File: src/rtl/bram_char_ctrl_if.sv
// Requester-side bundle for the character BRAM controller: the LCD
// character stream, the frame request/done pulses and the host write port.
interface bram_char_ctrl_if #(
    parameter int IDX_W = 5
);
    logic             frame_start;
    logic [7:0]       char_data;
    logic             char_valid;
    logic             char_ready;
    logic             char_last;
    logic             frame_done;
    logic             wr_req;
    logic [IDX_W-1:0] wr_index;
    logic [7:0]       wr_char;
    logic             wr_ack;
    logic             busy;

    // Requester side: LCD writer plus host.
    modport master (
        output frame_start, char_ready, wr_req, wr_index, wr_char,
        input  char_data, char_valid, char_last, frame_done, wr_ack, busy
    );

    // Controller side.
    modport slave (
        input  frame_start, char_ready, wr_req, wr_index, wr_char,
        output char_data, char_valid, char_last, frame_done, wr_ack, busy
    );
endinterface

File: src/rtl/bram_char_ctrl.sv
// Sequencer/arbiter for the 4kx4 single-port character BRAM. Each character
// is two nibbles (low at even address, high at odd). The LCD frame fetch and
// host single-character writes share the BRAM, arbitrated at character
// boundaries with alternating priority.
module bram_char_ctrl #(
    parameter logic [11:0] BASE_ADDR  = 12'h000,
    parameter int          CHAR_COUNT = 32,
    parameter int          IDX_W      = 5
) (
    input  logic            clk,
    input  logic            rst_n,
    bram_char_ctrl_if.slave bus,
    output logic [11:0]     bram_addr,
    output logic            bram_en,
    output logic            bram_we,
    output logic [3:0]      bram_di,
    input  logic [3:0]      bram_do,
    output logic            bram_ssr
);

    typedef enum logic [2:0] {
        S_IDLE,
        S_RD_LO,
        S_RD_HI,
        S_RD_CAP,
        S_HOLD,
        S_WR_LO,
        S_WR_HI
    } state_t;

    state_t           r_state;
    state_t           w_next;
    logic [IDX_W-1:0] r_index;
    logic             r_frame_pend;
    logic             r_last_wr;
    logic [3:0]       r_lo;
    logic [7:0]       r_char_data;
    logic             r_char_valid;
    logic             r_char_last;
    logic             r_frame_done;
    logic             r_wr_ack;

    logic             w_wr_pend;
    logic             w_handshake;
    logic             w_idx_last;
    logic             w_wr_in_range;
    logic             w_sel_wr;
    logic             w_sel_rd;
    logic             w_grant_wr;
    logic             w_grant_rd;
    logic             w_frame_end;
    logic [11:0]      w_rd_addr;
    logic [11:0]      w_wr_addr;

    // The request is still high during the ack cycle; masking it there keeps
    // a completed write from being granted a second time.
    assign w_wr_pend     = bus.wr_req & ~r_wr_ack;
    assign w_handshake   = r_char_valid & bus.char_ready;
    assign w_idx_last    = (r_index == IDX_W'(CHAR_COUNT - 1));
    assign w_wr_in_range = (32'(bus.wr_index) < $unsigned(CHAR_COUNT));

    // Boundary arbitration: a write wins unless a frame is pending and the
    // previous grant already went to a write.
    assign w_sel_wr = w_wr_pend & (~r_frame_pend | ~r_last_wr);
    assign w_sel_rd = ~w_sel_wr & r_frame_pend;

    // Nibble addresses wrap modulo 4096.
    assign w_rd_addr = BASE_ADDR + (12'(r_index) << 1);
    assign w_wr_addr = BASE_ADDR + (12'(bus.wr_index) << 1);

    assign bram_ssr       = 1'b0;
    assign bus.char_data  = r_char_data;
    assign bus.char_valid = r_char_valid;
    assign bus.char_last  = r_char_last;
    assign bus.frame_done = r_frame_done;
    assign bus.wr_ack     = r_wr_ack;
    assign bus.busy       = (r_state != S_IDLE) | r_frame_pend;

    // Next-state, grant and BRAM port decode.
    always_comb begin
        w_next      = r_state;
        w_grant_wr  = 1'b0;
        w_grant_rd  = 1'b0;
        w_frame_end = 1'b0;
        bram_addr   = 12'h000;
        bram_en     = 1'b0;
        bram_we     = 1'b0;
        bram_di     = 4'h0;
        case (r_state)
            S_IDLE: begin
                if (w_sel_wr) begin
                    w_next     = S_WR_LO;
                    w_grant_wr = 1'b1;
                end else if (w_sel_rd) begin
                    w_next     = S_RD_LO;
                    w_grant_rd = 1'b1;
                end
            end
            S_RD_LO: begin
                bram_addr = w_rd_addr;
                bram_en   = 1'b1;
                w_next    = S_RD_HI;
            end
            S_RD_HI: begin
                bram_addr = w_rd_addr + 12'd1;
                bram_en   = 1'b1;
                w_next    = S_RD_CAP;
            end
            S_RD_CAP: begin
                w_next = S_HOLD;
            end
            S_HOLD: begin
                if (w_handshake) begin
                    if (w_idx_last) begin
                        w_next      = S_IDLE;
                        w_frame_end = 1'b1;
                    end else if (w_sel_wr) begin
                        w_next     = S_WR_LO;
                        w_grant_wr = 1'b1;
                    end else if (w_sel_rd) begin
                        w_next     = S_RD_LO;
                        w_grant_rd = 1'b1;
                    end else begin
                        w_next = S_IDLE;
                    end
                end
            end
            S_WR_LO: begin
                bram_addr = w_wr_addr;
                bram_di   = bus.wr_char[3:0];
                bram_en   = w_wr_in_range;
                bram_we   = w_wr_in_range;
                w_next    = S_WR_HI;
            end
            S_WR_HI: begin
                bram_addr = w_wr_addr + 12'd1;
                bram_di   = bus.wr_char[7:4];
                bram_en   = w_wr_in_range;
                bram_we   = w_wr_in_range;
                if (r_frame_pend) begin
                    w_next     = S_RD_LO;
                    w_grant_rd = 1'b1;
                end else begin
                    w_next = S_IDLE;
                end
            end
            default: w_next = S_IDLE;
        endcase
    end

    // State register.
    always_ff @(posedge clk or negedge rst_n) begin
        if (!rst_n) r_state <= S_IDLE;
        else        r_state <= w_next;
    end

    // Frame bookkeeping, arbitration history and handshake pulses.
    always_ff @(posedge clk or negedge rst_n) begin
        if (!rst_n) begin
            r_index      <= '0;
            r_frame_pend <= 1'b0;
            r_last_wr    <= 1'b0;
            r_frame_done <= 1'b0;
            r_wr_ack     <= 1'b0;
        end else begin
            if (w_frame_end)          r_frame_pend <= 1'b0;
            else if (bus.frame_start) r_frame_pend <= 1'b1;
            if (w_grant_wr)      r_last_wr <= 1'b1;
            else if (w_grant_rd) r_last_wr <= 1'b0;
            if (w_handshake) r_index <= w_idx_last ? '0 : r_index + 1'b1;
            r_frame_done <= w_frame_end;
            r_wr_ack     <= (r_state == S_WR_HI);
        end
    end

    // Low nibble arrives one cycle after RD_LO presented its address.
    always_ff @(posedge clk) begin
        if (r_state == S_RD_HI) r_lo <= bram_do;
    end

    // Character output register, held stable until the LCD writer accepts.
    always_ff @(posedge clk or negedge rst_n) begin
        if (!rst_n) begin
            r_char_data  <= 8'h00;
            r_char_valid <= 1'b0;
            r_char_last  <= 1'b0;
        end else if (r_state == S_RD_CAP) begin
            r_char_data  <= {bram_do, r_lo};
            r_char_valid <= 1'b1;
            r_char_last  <= w_idx_last;
        end else if (w_handshake) begin
            r_char_valid <= 1'b0;
            r_char_last  <= 1'b0;
        end
    end

endmodule

File: src/flat_wrapper.sv
// flat-port wrapper written by rule: the top's interface ports become plain ports
module bram_char_ctrl_flat 
#(
    parameter logic [11:0] BASE_ADDR  = 12'h000,
    parameter int          CHAR_COUNT = 32,
    parameter int          IDX_W      = 5
)
  (clk, rst_n, bram_addr, bram_en, bram_we, bram_di, bram_do, bram_ssr, bus_frame_start, bus_char_ready, bus_wr_req, bus_wr_index, bus_wr_char, bus_char_data, bus_char_valid, bus_char_last, bus_frame_done, bus_wr_ack, bus_busy);
  bram_char_ctrl_if #(.IDX_W(IDX_W)) bus_i ();
  input  logic clk;
  input  logic rst_n;
  output logic [11:0] bram_addr;
  output logic bram_en;
  output logic bram_we;
  output logic [3:0] bram_di;
  input  logic [3:0] bram_do;
  output logic bram_ssr;
  input wire logic [$bits(bus_i.frame_start)-1:0] bus_frame_start;
  input wire logic [$bits(bus_i.char_ready)-1:0] bus_char_ready;
  input wire logic [$bits(bus_i.wr_req)-1:0] bus_wr_req;
  input wire logic [$bits(bus_i.wr_index)-1:0] bus_wr_index;
  input wire logic [$bits(bus_i.wr_char)-1:0] bus_wr_char;
  output wire logic [$bits(bus_i.char_data)-1:0] bus_char_data;
  output wire logic [$bits(bus_i.char_valid)-1:0] bus_char_valid;
  output wire logic [$bits(bus_i.char_last)-1:0] bus_char_last;
  output wire logic [$bits(bus_i.frame_done)-1:0] bus_frame_done;
  output wire logic [$bits(bus_i.wr_ack)-1:0] bus_wr_ack;
  output wire logic [$bits(bus_i.busy)-1:0] bus_busy;
  assign bus_i.frame_start = bus_frame_start;
  assign bus_i.char_ready = bus_char_ready;
  assign bus_i.wr_req = bus_wr_req;
  assign bus_i.wr_index = bus_wr_index;
  assign bus_i.wr_char = bus_wr_char;
  assign bus_char_data = bus_i.char_data;
  assign bus_char_valid = bus_i.char_valid;
  assign bus_char_last = bus_i.char_last;
  assign bus_frame_done = bus_i.frame_done;
  assign bus_wr_ack = bus_i.wr_ack;
  assign bus_busy = bus_i.busy;
  bram_char_ctrl #(.BASE_ADDR(BASE_ADDR), .CHAR_COUNT(CHAR_COUNT), .IDX_W(IDX_W)) u_core (.clk(clk), .rst_n(rst_n), .bus(bus_i), .bram_addr(bram_addr), .bram_en(bram_en), .bram_we(bram_we), .bram_di(bram_di), .bram_do(bram_do), .bram_ssr(bram_ssr));
endmodule
File: config.mk
export PLATFORM = sky130hd
export DESIGN_NAME = bram_char_ctrl_flat
export DESIGN_NICKNAME = d
export VERILOG_FILES = /design/src/rtl/bram_char_ctrl_if.sv /design/src/rtl/bram_char_ctrl.sv /design/src/flat_wrapper.sv
export SDC_FILE = /design/constraint.sdc
export NUM_CORES = 1
export LEC_CHECK = 0
export ABC_AREA = 1
export CORE_ASPECT_RATIO = 1.5
export CORE_MARGIN = 2
export CORE_UTILIZATION = 43
export CTS_BUF_LIST = sky130_fd_sc_hd__clkbuf_4 sky130_fd_sc_hd__clkbuf_8 sky130_fd_sc_hd__clkbuf_16
export CTS_CLUSTER_DIAMETER = 100
export DETAILED_ROUTE_END_ITERATION = 12
export PLACE_DENSITY_LB_ADDON = 0.3
export SETUP_SLACK_MARGIN = 0.05
export SKIP_CTS_REPAIR_TIMING = 1
export SLEW_MARGIN = 20
export SYNTH_ARGS = -nofsm -noshare
export SYNTH_HDL_FRONTEND = slang
export SYNTH_SLANG_ARGS = --single-unit
File: constraint.sdc
create_clock -name clk -period 2.2 [get_ports clk]
set_clock_uncertainty 0.15 [all_clocks]
set_input_delay 0.44 -clock clk [delete_from_list [all_inputs] [get_ports clk]]
set_output_delay 0.44 -clock clk [all_outputs]
set_load 0.01 [all_outputs]
==> reports/qor.yml <==
drv_slew: 0
die_w_microns: 50.3
hpwl_microns: 2500
met1_usage_pct: 20.3
die_area_sq_um: 3690
drive_above_1_share_pct: 22.4
routed_wl_microns: 3660
core_sq_um: 3100
synth-seq-cells: 26
via_per_inst: 4.98
cts.sinks: 26
clock_tree.buffer_depth: 2
synthArstFlopShare_pct: 84.6
dr.pass1.iters: 4
rsz0062_at_grt: "yes"
min_path_type: "register to register"
yosysUniqueCellTypes: 25
status: "completed"
syn-cell-area_sq_um: 1380
cts_buffers: 3
met3_usage_pct: 2.85
p_leak_nw: 1.09
antenna_found_initial: 0
finalCritPeriodShare_pct: 97.6
start_util_pct: 44.6
track_usage_pct: 19.7
grt_pass1_vias: 1281
grt_pass1_wl_microns: 5550
synth.avg_cell_area_sq_um: 9.08
grt_util_met2_pct: 38.5
synth-edff-count: 4
nNetsFinal: 235
ys_warn_count: 0
multi_input_area_sq_um: 611
fin_setup_tns_ns: 0
synth_commonest_cells: "nand2_1, dfrtp_1, inv_1"
fill_cells: 248
cts-root-buf: "clkbuf_8"
crit_type: "register to output pin"
io_buffers: 46
synth_flop_cell: "dfrtp_1"
cts_tree: "built"
clk_latency_ns: 0.27
clk_pin_slew_ns: 0.09
vias: 1246
seq_area_frac_synth_pct: 48.6
placed_cell_area_sq_um: 1880
ioPinCount: 54
p_per_area_nw_per_um2: 1390
max_freq_mhz: 466
register_area_sq_um: 674
period_needed_ns: 2.15
fin_util_pct: 65.5
drtIter0Drc: 36
busiest_layer: "met2"
htreeDepth: 1
rows: 25
n_antenna_cell: 0
crit_fanout: 5
syn2layout_area_growth_pct: 47.0
routedWlPerCell_microns: 14.6
gp_congestion: 0.784
required_ns: 1.61
drc: 0
synth_top_area_share_pct: 39.9
yosysMostFrequentCell: "nand2_1"
max_cap_viol_count: 0
crit_path_start_kind: "register"
grt_overflow_total: 0
whs_ns: 0.339
netlist_instances: 152
arrival_ns: 1.56
setup_viol: 0
die_y_microns: 73.4
peakVddDrop_mv: 0.924
synthTopCellsByArea: "dfrtp_1, nand2_1, edfxtp_1, mux2_4, inv_1"
end_kind: "output pin"
yosysTopAreaCell: "dfrtp_1"
design_area_sq_um: 2030
drtAntennaViolNets: 0
grt_max_degree: 23
hold_violations: 0
==> routing by layer <==
metal,up-vias,part of all wire (%)
met4,0,1.9
met3,7,5.2
met1,597,35
met5,-,0
li1,590,-
met2,52,58
==> worst paths after layout <==
check	slack (ns)	end	from	cells past startpoint
setup / recovery	0.05	bram_addr[4]	u_core.r_state[1]$_DFFE_PN0P_	7
hold / removal	0.34	u_core.bus.char_data[3]$_DFFE_PN0P_	u_core.r_lo[3]$_DFFE_PP_	1
setup reg to reg	0.32	u_core.r_last_wr$_DFFE_PN0P_	u_core.r_index[1]$_DFFE_PN0N_	10
hold reg to reg	0.34	u_core.bus.char_data[3]$_DFFE_PN0P_	u_core.r_lo[3]$_DFFE_PP_	1
max in group asynchronous	1.29	u_core.r_state[1]$_DFFE_PN0P_	rst_n	2
min in group asynchronous	0.37	u_core.r_index[2]$_DFFE_PN0N_	rst_n	2
==> power by group <==
group | leakage, nW | internal (mW) | switching [mW] | total, mW
clock network | 0.0357 | 0.243 | 0.146 | 0.389
logic | 0.753 | 0.784 | 0.789 | 1.57
registers | 0.297 | 0.695 | 0.166 | 0.860
==> cells in the final DEF, fill, tap and decap left out, types with 4 or more instances in the layout <==
| master | synthesis | layout |
|---|---|---|
| buf_4 | 7 | 11 |
| nand3_1 | 11 | 10 |
| nand2_1 | 39 | 37 |
| inv_1 | 17 | 16 |
| o21ai_1 | 1 | 5 |
| nor2_1 | 11 | 10 |
| o21ai_0 | 9 | 5 |
| dlymetal6s2s_1 | 0 | 9 |
| nand2_2 | 4 | 5 |
| dfrtp_1 | 22 | 19 |
| edfxtp_1 | 4 | 4 |
| mux2_4 | 7 | 7 |
| conb_1 | 1 | 7 |
| clkdlybuf4s50_1 | 0 | 33 |
==> critical path, stage by stage, from the launching register on <==
cell and delay [ns]:
dfrtp_2 0.47, inv_1 0.11, nand3_2 0.15, o21ai_4 0.14
buf_4 0.15, nand2_1 0.04, o21ai_1 0.07, dlymetal6s2s_1 0.17
==> final cells by class <==
type	count	area share, %
tap	40	2.47
sequential	26	33.3
multi-input combinational	104	30.1
inverter	19	3.76
clock buffer	3	2.04
clock inverter	1	1.48
timing repair buffer	57	26.9
==> flip-flops by register name, summed over array words and instances, names as in the netlist <==
register,count
u_core.bus.wr_ack,1
u_core.r_index,5
u_core.r_frame_pend,1
u_core.bus.char_last,1
u_core.bus.char_valid,1
u_core.bus.char_data,8
u_core.r_lo,4
u_core.bus.frame_done,1
u_core.r_last_wr,1
u_core.r_state,3
==> per-stage QoR <==
stage,cells,setup WS (ns),total power [mW]
floorplan,158,0.488,1.65
global placement,241,-0.0274,2.27
detailed placement,241,-0.0911,2.32
CTS,245,-0.347,2.74
global route,250,-0.0294,3.00
finish,250,0.0525,2.82
==> cells by family after synthesis <==
family	share of synthesized area (%)
DFF	48.6
and+or+nand+nor	23.8
buffers and inverters	10.6
other	0.272
adders and majority gates	1.81
muxes	8.43
AOI/OAI and AO/OA	6.44
Power figures use the tool's default switching activity.
